File: config.mk
export PLATFORM = sky130hd
export DESIGN_NAME = ray_frame_scheduler_flat
export DESIGN_NICKNAME = d
export VERILOG_FILES = /design/src/rtl/raycast_pkg.sv /design/src/rtl/ray_frame_scheduler_if.sv /design/src/rtl/ray_frame_scheduler_issue_counter.sv /design/src/rtl/ray_frame_scheduler.sv /design/src/flat_wrapper.sv
export SDC_FILE = /design/constraint.sdc
export NUM_CORES = 1
export LEC_CHECK = 0
export CAP_MARGIN = 40
export CORE_AREA = 2 2 119 121
export CTS_CLUSTER_DIAMETER = 120
export DETAILED_ROUTE_END_ITERATION = 8
export DIE_AREA = 0 0 121 123
export GPL_TIMING_DRIVEN = 1
export PLACE_DENSITY = 0.82
export SYNTH_ARGS = -nofsm -noshare
export SYNTH_HDL_FRONTEND = slang
export SYNTH_SLANG_ARGS = --single-unit
File: constraint.sdc
create_clock -name pixel_clk_in -period 5.4 [get_ports pixel_clk_in]
set_input_delay 1.35 -clock pixel_clk_in [delete_from_list [all_inputs] [get_ports pixel_clk_in]]
set_output_delay 1.35 -clock pixel_clk_in [all_outputs]
set_load 0.02 [all_outputs]
File: src/rtl/raycast_pkg.sv
// Shared raycasting types: scheduler states, pose payload and screen geometry.
package raycast_pkg;

    localparam int unsigned SCREEN_WIDTH  = 320;
    localparam int unsigned SCREEN_HEIGHT = 240;
    localparam int unsigned POSE_W        = 96;

    typedef enum logic [2:0] {
        IDLE    = 3'd0,
        LATCH   = 3'd1,
        ISSUE   = 3'd2,
        DRAIN   = 3'd3,
        WAIT_VS = 3'd4,
        SWAP    = 3'd5
    } sched_state_t;

    typedef struct packed {
        logic [15:0] pos_x;
        logic [15:0] pos_y;
        logic [15:0] dir_x;
        logic [15:0] dir_y;
        logic [15:0] plane_x;
        logic [15:0] plane_y;
    } pose_t;

endpackage

File: src/rtl/ray_frame_scheduler_if.sv
// Ray request channel from the frame scheduler into ray_calculations / DDA-in FIFO.
interface ray_frame_scheduler_if #(
    parameter int unsigned HW = 9
);
    import raycast_pkg::*;

    logic          ray_valid_out;
    logic          ray_ready_in;
    logic [HW-1:0] hcount_out;
    pose_t         pose_out;

    modport master (
        output ray_valid_out,
        output hcount_out,
        output pose_out,
        input  ray_ready_in
    );

    modport slave (
        input  ray_valid_out,
        input  hcount_out,
        input  pose_out,
        output ray_ready_in
    );

endinterface

File: src/rtl/ray_frame_scheduler_issue_counter.sv
// Column counter for ray requests: advances on each accepted transfer, flags the last column.
module ray_issue_counter #(
    parameter int unsigned SCREEN_WIDTH = 320,
    parameter int unsigned HW           = 9
) (
    input  logic          pixel_clk_in,
    input  logic          rst_n_in,
    input  logic          clear,
    input  logic          advance,
    output logic [HW-1:0] hcount,
    output logic          last_c
);

    assign last_c = (hcount == HW'(SCREEN_WIDTH - 1));

    // Holds on the last column; the next frame's LATCH clears it.
    always_ff @(posedge pixel_clk_in or negedge rst_n_in) begin
        if (!rst_n_in) begin
            hcount <= '0;
        end else if (clear) begin
            hcount <= '0;
        end else if (advance && !last_c) begin
            hcount <= hcount + HW'(1);
        end
    end

endmodule

File: src/rtl/ray_frame_scheduler.sv
// Frame sequencer: snapshots the pose, issues one ray per column, drains, then swaps buffers on vsync.
module ray_frame_scheduler
    import raycast_pkg::*;
#(
    parameter int unsigned SCREEN_WIDTH  = 320,
    parameter int unsigned HW            = 9,
    parameter int unsigned DRAIN_TIMEOUT = 2000000
) (
    input  logic                         pixel_clk_in,
    input  logic                         rst_n_in,
    input  logic                         enable_in,
    input  pose_t                        pose_in,
    ray_frame_scheduler_if.master        ray_if,
    input  logic                         ray_last_pixel_in,
    input  logic                         video_last_pixel_in,
    output logic                         swap_out,
    output logic [7:0]                   frame_count_out,
    output logic                         overrun_out,
    output logic [2:0]                   state_out
);

    localparam int unsigned DW = $clog2(DRAIN_TIMEOUT + 1);

    sched_state_t  state_q, state_d;
    logic [1:0]    rst_sync_q;
    logic          rst_n;
    logic          valid_q, valid_d;
    logic          swap_q, swap_d;
    logic [7:0]    frame_cnt_q;
    logic          overrun_q, overrun_set_c;
    pose_t         pose_q;
    logic [DW-1:0] drain_cnt_q;
    logic          fire_c, last_c, latch_c, timeout_c;
    logic [HW-1:0] hcount;

    // Asynchronous assert, synchronous release.
    always_ff @(posedge pixel_clk_in or negedge rst_n_in) begin
        if (!rst_n_in) rst_sync_q <= '0;
        else           rst_sync_q <= {rst_sync_q[0], 1'b1};
    end
    assign rst_n = rst_sync_q[1];

    assign fire_c    = valid_q && ray_if.ray_ready_in;
    assign latch_c   = (state_q == LATCH);
    assign timeout_c = (state_q == DRAIN) && (drain_cnt_q == DW'(DRAIN_TIMEOUT - 1));

    ray_issue_counter #(
        .SCREEN_WIDTH (SCREEN_WIDTH),
        .HW           (HW)
    ) u_issue_counter (
        .pixel_clk_in (pixel_clk_in),
        .rst_n_in     (rst_n),
        .clear        (latch_c),
        .advance      (fire_c),
        .hcount       (hcount),
        .last_c       (last_c)
    );

    always_ff @(posedge pixel_clk_in or negedge rst_n) begin
        if (!rst_n) state_q <= IDLE;
        else        state_q <= state_d;
    end

    always_comb begin
        state_d = state_q;
        unique case (state_q)
            IDLE:    if (enable_in) state_d = LATCH;
            LATCH:   state_d = ISSUE;
            ISSUE:   if (fire_c && last_c) state_d = DRAIN;
            DRAIN: begin
                if (ray_last_pixel_in && video_last_pixel_in) state_d = SWAP;
                else if (ray_last_pixel_in || timeout_c)      state_d = WAIT_VS;
            end
            WAIT_VS: if (video_last_pixel_in) state_d = SWAP;
            SWAP:    state_d = enable_in ? LATCH : IDLE;
            default: state_d = IDLE;
        endcase
    end

    // Next values of the registered outputs, derived from the upcoming state.
    always_comb begin
        valid_d       = (state_d == ISSUE);
        swap_d        = (state_d == SWAP);
        overrun_set_c = timeout_c && !ray_last_pixel_in;
    end

    always_ff @(posedge pixel_clk_in or negedge rst_n) begin
        if (!rst_n) begin
            valid_q     <= 1'b0;
            swap_q      <= 1'b0;
            frame_cnt_q <= '0;
            overrun_q   <= 1'b0;
            pose_q      <= '0;
            drain_cnt_q <= '0;
        end else begin
            valid_q     <= valid_d;
            swap_q      <= swap_d;
            if (swap_d)        frame_cnt_q <= frame_cnt_q + 8'(1);
            if (overrun_set_c) overrun_q   <= 1'b1;
            if (latch_c)       pose_q      <= pose_in;
            drain_cnt_q <= (state_q == DRAIN) ? drain_cnt_q + DW'(1) : '0;
        end
    end

    assign ray_if.ray_valid_out = valid_q;
    assign ray_if.hcount_out    = hcount;
    assign ray_if.pose_out      = pose_q;
    assign swap_out             = swap_q;
    assign frame_count_out      = frame_cnt_q;
    assign overrun_out          = overrun_q;
    assign state_out            = state_q;

endmodule
File: src/flat_wrapper.sv
// flat-port wrapper written by rule: the top's interface ports become plain ports
module ray_frame_scheduler_flat import raycast_pkg::*;
#(
    parameter int unsigned SCREEN_WIDTH  = 320,
    parameter int unsigned HW            = 9,
    parameter int unsigned DRAIN_TIMEOUT = 2000000
)
  (pixel_clk_in, rst_n_in, enable_in, pose_in, ray_last_pixel_in, video_last_pixel_in, swap_out, frame_count_out, overrun_out, state_out, ray_if_ray_valid_out, ray_if_hcount_out, ray_if_pose_out, ray_if_ray_ready_in);
  ray_frame_scheduler_if #(.HW(HW)) ray_if_i ();
  input  logic pixel_clk_in;
  input  logic rst_n_in;
  input  logic enable_in;
  input  pose_t pose_in;
  input  logic ray_last_pixel_in;
  input  logic video_last_pixel_in;
  output logic swap_out;
  output logic [7:0] frame_count_out;
  output logic overrun_out;
  output logic [2:0] state_out;
  output wire logic [$bits(ray_if_i.ray_valid_out)-1:0] ray_if_ray_valid_out;
  output wire logic [$bits(ray_if_i.hcount_out)-1:0] ray_if_hcount_out;
  output wire logic [$bits(ray_if_i.pose_out)-1:0] ray_if_pose_out;
  input wire logic [$bits(ray_if_i.ray_ready_in)-1:0] ray_if_ray_ready_in;
  assign ray_if_ray_valid_out = ray_if_i.ray_valid_out;
  assign ray_if_hcount_out = ray_if_i.hcount_out;
  assign ray_if_pose_out = ray_if_i.pose_out;
  assign ray_if_i.ray_ready_in = ray_if_ray_ready_in;
  ray_frame_scheduler #(.SCREEN_WIDTH(SCREEN_WIDTH), .HW(HW), .DRAIN_TIMEOUT(DRAIN_TIMEOUT)) u_core (.pixel_clk_in(pixel_clk_in), .rst_n_in(rst_n_in), .enable_in(enable_in), .pose_in(pose_in), .ray_if(ray_if_i), .ray_last_pixel_in(ray_last_pixel_in), .video_last_pixel_in(video_last_pixel_in), .swap_out(swap_out), .frame_count_out(frame_count_out), .overrun_out(overrun_out), .state_out(state_out));
endmodule
==> results of run 1 <==
-- worst min path at each step --
stage                                    from                                     end  slack, ps
6_report       u_core.rst_sync_q[1]$_DFF_PN0_  u_core.ray_if.pose_out[31]$_DFFE_PN0P_        310
5_1_grt        u_core.rst_sync_q[1]$_DFF_PN0_  u_core.ray_if.pose_out[49]$_DFFE_PN0P_        370
4_1_cts        u_core.rst_sync_q[1]$_DFF_PN0_  u_core.ray_if.pose_out[12]$_DFFE_PN0P_        330
3_5_place_dp   u_core.rst_sync_q[1]$_DFF_PN0_  u_core.ray_if.pose_out[13]$_DFFE_PN0P_        330
3_3_place_gp   u_core.rst_sync_q[0]$_DFF_PN0_          u_core.rst_sync_q[1]$_DFF_PN0_        340
2_1_floorplan  u_core.rst_sync_q[0]$_DFF_PN0_          u_core.rst_sync_q[1]$_DFF_PN0_        330
-- synth_stat cells, types with 4 or more instances --
cell type | count | share of area
xnor2_1 | 12 | 0.018
nand2_1 | 19 | 0.012
nand4_1 | 6 | 0.0065
nor2_1 | 34 | 0.022
and4_1 | 4 | 0.0061
nand3_1 | 11 | 0.0095
and3_1 | 7 | 0.0076
mux2_2 | 97 | 0.19
clkbuf_1 | 8 | 0.0052
and2_1 | 5 | 0.0054
dfrtp_1 | 142 | 0.62
buf_2 | 7 | 0.0061
xor2_1 | 21 | 0.032
-- cell families (layout without fill, tap and decap cells) --
kind of cell / Yosys count / count (layout)
xor+xnor: 33 / 33
simple gates: 104 / 104
compound gates: 15 / 15
other cells: 1 / 1
flops: 142 / 142
mux: 100 / 100
fa+ha+maj: 3 / 3
buf+inv: 20 / 259
-- sequential cells by signal (all words and copies together), names as in the netlist --
register and cells:
u_core.swap_out 1, u_core.u_issue_counter.hcount 9, u_core.overrun_out 1, u_core.state_out 3, u_core.frame_count_out 8, u_core.rst_sync_q 2
u_core.ray_if.ray_valid_out 1, u_core.ray_if.pose_out 96, u_core.drain_cnt_q 21
-- metal layers --
metal  global-route usage  share of wire  vias up
li1                     -              -     1920
met1               0.2295           0.38     2098
met2               0.3413           0.52      147
met3              0.08441          0.083       24
met4              0.08576          0.023        0
met5                    0              0        -
-- cell type report --
type	count	area (µm²)
fillers	1003	4800
flip-flops and latches	142	3557
repair buffers	224	2252
multi-input cells	256	2135
clock buffers	17	425.4
well taps	180	225.2
clock inverters	15	206.4
inverters	3	11.26
-- power groups by stage --
stage	Sequential (W)	Combinational [W]	Clock [W]
floorplan	0.00224	0.000678	0
global placement	0.00174	0.00220	0
detailed placement	0.00177	0.00226	0
CTS	0.00176	0.00228	0.00127
global route	0.00181	0.00237	0.00132
finish	0.00176	0.00225	0.00124
-- stage by stage --
step,cells,cell area (µm²),setup WS [ps],utilization,total power [W]
global route,837,8812,2293,0.6474,0.005501
finish,837,8812,2362,0.6474,0.005246
detailed placement,805,8180,2177,0.6010,0.004025
CTS,837,8812,2348,0.6474,0.005303
global placement,804,8153,2248,0.5990,0.003945
floorplan,418,5777,1151,-,0.002913
==> out/qor.csv, run 1 <==
stage,metric,value,unit
logic_synthesis,Adder-Cell Fraction of Synth Area,0.006498,
critical_path,crit-path cells,clkdlybuf4s50_1,
timing,Peak Freq,329.2,MHz
logic_synthesis,Post-synth EDFFs,0,
finish,# diodes,0,
power_and_ir_drop,Flop pwr share,0.335,
run,Max-cap violations,0,
drt,routed len/inst,17.64,µm
critical_path,critical path class,register to output port,
critical_path,Worst setup startpoint,u_core.state_out[2]$_DFF_PN0_,
drt,vias post-DR,4189,
timing,Tmin final,3038,ps
timing,setup_tns,0,ps
drt,Via-to-Cell Ratio,5.005,
critical_path,R2R depth,7,
place,DPL Wire Length,10670,µm
critical_path,"delay-heaviest family, CP",buffers and inverters,
power_and_ir_drop,Clk pwr share,0.236,
logic_synthesis,Compound-Gate Fraction of Synth Area,0.02123,
timing,final worst path period share,0.5626,
timing,"Slew Viols, Final",0,
global_route,initial antenna violation count,0,
die,Cell Rows,43,
critical_path,launching point of the worst reg2reg path,u_core.u_issue_counter.hcount[0]$_DFFE_PN0P_,
critical_path,worst reg2reg setup slack,3290,ps
timing,final hold slack,314.1,ps
critical_path,startpoint types,register,
logic_synthesis,Synth Area in Simple Gates,0.09573,
clock_network,Clock Latency Late Sink,410,ps
critical_path,"Arr. time, crit path",1690,ps
drt,Initial DRT Pass Iterations,4,
logic_synthesis,syn_area_per_cell,13.82,µm²
clock_network,postcts setup bufs,0,
global_route,first-pass GRT wire length,23220,µm
die,initial core utilization,0.4244,
timing,final hold vios,0,
global_route,overall global routing resource usage,0.2034,
drt,initial DRC count,156,
timing,Least-Margin Pin Slew,799.7,ps
logic_synthesis,synth unique cells,41,
clock_network,CTS resizes,0,
clock_network,Clock transition at path regs,60,ps
finish,most frequent cells in the layout,"clkdlybuf4s50_1, dfrtp_1, mux2_2",
critical_path,WP buf/inv,1,
logic_synthesis,"FF+latch count, synth",142,
clock_network,CTS tree,yes,
power_and_ir_drop,cell-internal power,0.003450,W
timing,Max-slew headroom,0.4669,
logic_synthesis,Mapped Cells,418,
finish,area delta synth->final,52.54,%
clock_network,Max clock buf depth,2,
critical_path,Critical Path Sink,state_out[2],
clock_network,hold buffers post-CTS,0,
critical_path,Worst path max stage delay,680,ps
logic_synthesis,Synth Warn #,0,
die,Die ar.,14880,µm²
logic_synthesis,XOR/XNOR Fraction of Synth Area,0.05003,
clock_network,H-tree levels,4,
drt,final WL,14770,µm
logic_synthesis,syn nets,523,
logic_synthesis,most common flop cell mapped by yosys,dfrtp_1,
logic_synthesis,register area share after synthesis,0.6151,
finish,proportion of layout cells with a drive suffix above 1,0.2100,
power_and_ir_drop,leak pwr,3.657,nW
power_and_ir_drop,power share of the combinational group,0.429,
global_route,number of global-route vias before repair,4600,
logic_synthesis,multiplexer share of the synthesized area,0.1943,
die,core area,13610,µm²
global_route,grt total ovfl,0,
clock_network,Clock Sinks,142,
critical_path,CP max-delay cell,clkdlybuf4s50_1,
power_and_ir_drop,Psw,0.001796,W
global_route,largest net degree at the start of global routing,64,
power_and_ir_drop,Switching Share,0.3424,
outcome,outcome,"finished, final reports clean",
clock_network,total CTS buffers,17,
place,routability congestion estimate,0.8095,
drt,post-detailed-route count of antenna-violating nets,0,
critical_path,CP Depth,1,
hold_path,worst hold path type,register to async pin,
finish,"commonest non-fill, non-tap cell in the layout",clkdlybuf4s50_1,
die,Die Y,123,µm
logic_synthesis,synthesized cell area,5777,µm²
power_and_ir_drop,PwrDens,595.3,nW/µm²
timing,Clock Skews,7.622,ps
die,Ports,221,
timing,# setup viols final,0,
critical_path,RR Endpoint,u_core.frame_count_out[5]$_DFFE_PN0N_,
logic_synthesis,largest family of logic cells by synthesized area,multiplexers,
timing,RSZ-0062 raised after global routing,no,
critical_path,crit-path max FO,12,
critical_path,Worst EP required,4050,ps
die,Chip Width,121,µm
finish,net total in the final layout,749,
clock_network,clock root buffer,clkbuf_16,
logic_synthesis,"FFs w/ async S/R, synth",1.000,
place,port bufs,220,
drt,drt drc,0,
power_and_ir_drop,Worst VDD drop,0.3587,mV
critical_path,crit end category,output port,
No activity file was read; power rests on OpenSTA's default activity.
==> inputs of run 2 (changes only) <==
==> constraint.sdc (replaced) <==
create_clock -name pixel_clk_in -period 3.1 [get_ports pixel_clk_in]
set_input_delay 0.775 -clock pixel_clk_in [delete_from_list [all_inputs] [get_ports pixel_clk_in]]
set_output_delay 0.775 -clock pixel_clk_in [all_outputs]
set_load 0.02 [all_outputs]
==> run 2 against run 1 <==
Against the previous run: critical path type unchanged; cell count did not move; global-route usage grew 0.51 points; flip-flop and latch count unchanged; worst hold slack worse by 41 ps; largest cell class unchanged; sequential share of layout area up 0.18 points; highest routed layer unchanged; combinational power is 76% higher; count of clock-buffer cells in the layout grew 4; register-to-register slack got worse by 2300 ps; setup slack got worse by 1800 ps; core utilization fell by 0.29 points.
==> out/qor.csv, run 2 (synthesis gave the netlist of run 1 again) <==
stage,metric,value,unit
drt,initial DRC count,150,
timing,Clock Skews,7.642,ps
finish,proportion of layout cells with a drive suffix above 1,0.2070,
power_and_ir_drop,Switching Share,0.3440,
die,Ports,221,
critical_path,RR Endpoint,u_core.frame_count_out[5]$_DFFE_PN0N_,
place,port bufs,220,
place,routability congestion estimate,0.8234,
clock_network,CTS tree,yes,
die,initial core utilization,0.4244,
clock_network,H-tree levels,4,
critical_path,launching point of the worst reg2reg path,u_core.state_out[2]$_DFF_PN0_,
die,Die Y,123,µm
clock_network,Clock transition at path regs,60,ps
clock_network,Max clock buf depth,2,
run,Max-cap violations,0,
drt,drt drc,0,
timing,"Slew Viols, Final",0,
global_route,largest net degree at the start of global routing,76,
die,Chip Width,121,µm
critical_path,WP buf/inv,1,
critical_path,Worst EP required,2320,ps
finish,most frequent cells in the layout,"clkdlybuf4s50_1, dfrtp_1, mux2_2",
clock_network,postcts setup bufs,0,
timing,Max-slew headroom,0.5231,
finish,net total in the final layout,749,
clock_network,hold buffers post-CTS,0,
power_and_ir_drop,Clk pwr share,0.227,
timing,# setup viols final,0,
drt,Via-to-Cell Ratio,5.019,
die,Die ar.,14880,µm²
power_and_ir_drop,PwrDens,1034,nW/µm²
timing,final hold vios,0,
clock_network,Clock Sinks,142,
timing,RSZ-0062 raised after global routing,no,
finish,area delta synth->final,51.85,%
clock_network,total CTS buffers,17,
clock_network,clock root buffer,clkbuf_16,
global_route,overall global routing resource usage,0.2086,
finish,# diodes,0,
critical_path,worst reg2reg setup slack,1030,ps
finish,"commonest non-fill, non-tap cell in the layout",clkdlybuf4s50_1,
global_route,first-pass GRT wire length,23560,µm
timing,Least-Margin Pin Slew,715.3,ps
critical_path,crit end category,output port,
drt,Initial DRT Pass Iterations,4,
clock_network,CTS resizes,0,
power_and_ir_drop,Worst VDD drop,0.6931,mV
place,Placed Instances,805,
drt,post-detailed-route count of antenna-violating nets,0,
hold_path,worst hold path type,register to async pin,
power_and_ir_drop,Tot Pwr,0.009072,W
finish,number of flip-flops in the largest register,96,
drt,final WL,15210,µm
finish,Finished Cell Area,8772,µm²
global_route,initial antenna violation count,0,
die,Cell Rows,43,
timing,Peak Freq,397.7,MHz
critical_path,crit-path max FO,12,
drt,routed len/inst,18.17,µm
power_and_ir_drop,leak pwr,3.642,nW
drt,vias post-DR,4201,
power_and_ir_drop,cell-internal power,0.005952,W
outcome,outcome,"finished, final reports clean",
timing,final worst path period share,0.8112,
die,core area,13610,µm²
timing,Tmin final,2515,ps
timing,setup_tns,0,ps
place,dpl cell area,8173,µm²
critical_path,startpoint types,register,
place,DPL Wire Length,10880,µm
power_and_ir_drop,power share of the combinational group,0.435,
critical_path,"delay-heaviest family, CP",buffers and inverters,
critical_path,R2R depth,6,
critical_path,"Arr. time, crit path",1740,ps
critical_path,critical path class,register to output port,
critical_path,crit-path cells,clkdlybuf4s50_1,
power_and_ir_drop,Psw,0.003121,W
global_route,number of global-route vias before repair,4647,
finish,Post-Layout Cell Count,837,
power_and_ir_drop,Flop pwr share,0.338,
critical_path,Worst path max stage delay,720,ps
clock_network,Clock Latency Late Sink,420,ps
global_route,grt total ovfl,0,
critical_path,CP max-delay cell,clkdlybuf4s50_1,
-- run 2: worst max path at each step --
stage                                                  to  slack, ps  cells past startpoint                      startpoint
global placement    u_core.frame_count_out[5]$_DFFE_PN0N_        510                      7             ray_if_ray_ready_in
global route                                 state_out[2]        510                      1   u_core.state_out[2]$_DFF_PN0_
detailed placement  u_core.frame_count_out[5]$_DFFE_PN0N_        460                      7             ray_if_ray_ready_in
finish                                       state_out[2]        590                      1   u_core.state_out[2]$_DFF_PN0_
floorplan                 u_core.drain_cnt_q[0]$_DFF_PN0_        740                      0  u_core.rst_sync_q[1]$_DFF_PN0_
CTS                                          state_out[2]        560                      1   u_core.state_out[2]$_DFF_PN0_
-- run 2: layer usage --
layer | global-route usage | wire (µm)
met4 | 0.08140 | 303
met2 | 0.3641 | 8066
met1 | 0.2217 | 5606
met3 | 0.09271 | 1231
met5 | 0 | 0
-- run 2: final cells by class --
class	instances	area, µm²
clock buffer	21	460.4
clock inverter	11	138.9
fill	1000	4840
inverter	3	11.26
multi-input combinational	256	2135
sequential	142	3557
tap	180	225.2
timing repair buffer	224	2245
-- run 2: power groups by stage --
stage / Combinational (W) / Clock, W / Sequential [W]
global route: 0.00415 / 0.00217 / 0.00316
detailed placement: 0.00396 / 0 / 0.00308
finish: 0.00395 / 0.00206 / 0.00306
global placement: 0.00387 / 0 / 0.00304
CTS: 0.00399 / 0.00209 / 0.00307
floorplan: 0.00118 / 0 / 0.00389
-- run 2: through the flow --
stage,hold slack (ps),setup WS (ps),util
4_1_cts,294.1,562.0,0.6445
3_5_place_dp,287.2,458.8,0.6004
3_3_place_gp,274.4,505.8,0.6004
6_report,273.5,585.4,0.6445
2_1_floorplan,331.1,742.0,-
5_1_grt,308.4,507.3,0.6445
==> inputs of run 3 (changes only) <==
--- a/config.mk
+++ b/config.mk
@@ -6,12 +6,12 @@
 export NUM_CORES = 1
 export LEC_CHECK = 0
 export CAP_MARGIN = 40
-export CORE_AREA = 2 2 119 121
+export CORE_AREA = 2 2 124 126
 export CTS_CLUSTER_DIAMETER = 120
 export DETAILED_ROUTE_END_ITERATION = 8
-export DIE_AREA = 0 0 121 123
+export DIE_AREA = 0 0 126 128
 export GPL_TIMING_DRIVEN = 1
-export PLACE_DENSITY = 0.82
+export PLACE_DENSITY = 0.79
 export SYNTH_ARGS = -nofsm -noshare
 export SYNTH_HDL_FRONTEND = slang
 export SYNTH_SLANG_ARGS = --single-unit
==> constraint.sdc (replaced) <==
create_clock -name pixel_clk_in -period 2.15 [get_ports pixel_clk_in]
set_input_delay 0.5375 -clock pixel_clk_in [delete_from_list [all_inputs] [get_ports pixel_clk_in]]
set_output_delay 0.5375 -clock pixel_clk_in [all_outputs]
set_load 0.02 [all_outputs]
==> run 3 against run 2 <==
Against the previous run: wire length is 5.6% lower; core utilization is 4.4 points lower; cell count is 1.9% higher; clock skew hardly changed.
==> out/qor.csv, run 3 (synthesis gave the netlist of run 1 again) <==
stage,metric,value,unit
finish,proportion of layout cells with a drive suffix above 1,0.2195,
hold_path,worst hold path type,input pin to async pin,
finish,# fillers,1189,
clock_network,CTS tree,yes,
die,initial core utilization,0.3886,
drt,vias post-DR,4210,
timing,Tmin final,2051,ps
global_route,number of global-route vias before repair,4569,
finish,Finished Cell Area,8932,µm²
clock_network,CTS resizes,1,
timing,RSZ-0062 raised after global routing,no,
clock_network,Max clock buf depth,2,
die,Cell Rows,45,
finish,area delta synth->final,54.62,%
timing,final hold slack,280.3,ps
clock_network,Clock Sinks,142,
global_route,first-pass GRT wire length,23090,µm
critical_path,RR Endpoint,u_core.frame_count_out[4]$_DFFE_PN0N_,
clock_network,Clock Latency Late Sink,410,ps
drt,Via-to-Cell Ratio,4.936,
critical_path,Worst path max stage delay,670,ps
critical_path,"Arr. time, crit path",1510,ps
critical_path,WP buf/inv,1,
global_route,overall global routing resource usage,0.1813,
critical_path,crit-path cells,clkdlybuf4s50_1,
clock_network,H-tree levels,4,
drt,final WL,14350,µm
critical_path,CP max-delay cell,clkdlybuf4s50_1,
finish,final core occ,0.6009,
timing,final worst path period share,0.9541,
timing,"Slew Viols, Final",0,
drt,post-detailed-route count of antenna-violating nets,0,
timing,Peak Freq,487.5,MHz
finish,net total in the final layout,757,
clock_network,clock root buffer,clkbuf_16,
die,core area,14860,µm²
clock_network,postcts setup bufs,0,
critical_path,launching point of the worst reg2reg path,u_core.state_out[2]$_DFF_PN0_,
finish,number of flip-flops in the largest register,96,
drt,initial DRC count,147,
drt,drt drc,0,
critical_path,worst reg2reg setup slack,180,ps
global_route,initial antenna violation count,0,
outcome,outcome,"finished, final reports clean",
die,Die Y,128,µm
critical_path,"delay-heaviest family, CP",buffers and inverters,
power_and_ir_drop,PwrDens,1488,nW/µm²
finish,"commonest non-fill, non-tap cell in the layout",clkdlybuf4s50_1,
global_route,grt total ovfl,0,
run,Max-cap violations,0,
timing,worst setup slack after layout,98.65,ps
critical_path,R2R depth,6,
die,Ports,221,
place,DPL Wire Length,10400,µm
critical_path,Worst EP required,1610,ps
drt,Initial DRT Pass Iterations,4,
power_and_ir_drop,Worst VDD drop,0.8244,mV
place,routability congestion estimate,0.8907,
place,pre-CTS setup slack,-241.8,ps
timing,Least-Margin Pin Slew,670.4,ps
clock_network,Clock transition at path regs,60,ps
critical_path,crit-path max FO,5,
timing,Max-slew headroom,0.5520,
place,port bufs,220,
clock_network,hold buffers post-CTS,0,
critical_path,startpoint types,register,
timing,# setup viols final,0,
timing,Clock Skews,7.486,ps
die,Chip Width,126,µm
timing,final hold vios,0,
die,Die ar.,16130,µm²
clock_network,total CTS buffers,17,
place,dpl cell area,8280,µm²
global_route,largest net degree at the start of global routing,72,
drt,routed len/inst,16.82,µm
finish,# diodes,0,
critical_path,crit end category,output port,
critical_path,critical path class,register to output port,
finish,most frequent cells in the layout,"clkdlybuf4s50_1, dfrtp_1, mux2_2",
power_and_ir_drop,leak pwr,3.715,nW
[run 3: cell types whose count changed in the layout (fill, tap and decap cells not counted), moves of 2 or more]
cell	delta
buf_12	+3
clkbuf_1	-2
buf_4	+5
clkinv_4	+4
clkinv_2	-5
inv_6	+3
[run 3: layout make-up]
| cell class | count | area (µm²) | area share |
|---|---|---|---|
| clock buffers | 18 | 439.2 | 0.04917 |
| clock inverters | 14 | 205.2 | 0.02297 |
| inverters | 3 | 11.26 | 0.001261 |
| multi-input cells | 256 | 2143 | 0.2399 |
| flip-flops and latches | 142 | 3557 | 0.3982 |
| well taps | 188 | 235.2 | 0.02633 |
| repair buffers | 232 | 2341 | 0.2621 |
[run 3: through the flow]
step / std cells / TNS, ps / power (W)
after floorplan: 418 / 0 / 0.007317
after detailed placement: 821 / -800.6 / 0.01018
final: 853 / 0 / 0.01329
after CTS: 853 / 0 / 0.01344
after global routing: 853 / 0 / 0.01393
after global placement: 821 / -649.8 / 0.01002
[run 3: metal layers]
layer	GRT usage	routed length, µm	vias to the layer above	part of all wire
li1	-	-	1918	-
met4	0.05753	165	0	0.011
met1	0.1985	5403	2133	0.38
met5	0	0	-	0
met3	0.08431	1233	11	0.086
met2	0.3140	7545	148	0.53
[run 3: how the worst max path moves through the flow]
stage,startpoint,to,slack (ps),depth (start not counted)
floorplan,u_core.u_issue_counter.hcount[0]$_DFFE_PN0P_,u_core.frame_count_out[5]$_DFFE_PN0N_,230,7
global placement,ray_if_ray_ready_in,u_core.frame_count_out[5]$_DFFE_PN0N_,-210,7
detailed placement,ray_if_ray_ready_in,u_core.frame_count_out[4]$_DFFE_PN0N_,-240,7
CTS,u_core.frame_count_out[3]$_DFFE_PN0N_,frame_count_out[3],80,1
global route,u_core.u_issue_counter.hcount[0]$_DFFE_PN0P_,u_core.frame_count_out[5]$_DFFE_PN0N_,3,7
finish,u_core.frame_count_out[3]$_DFFE_PN0N_,frame_count_out[3],100,1
[run 3: power breakdown]
| group | switching [W] | internal, W | leakage (nW) |
|---|---|---|---|
| clock | 0.00118 | 0.00200 | 0.308 |
| sequential | 0.000626 | 0.00373 | 1.76 |
| combinational | 0.00271 | 0.00305 | 1.65 |
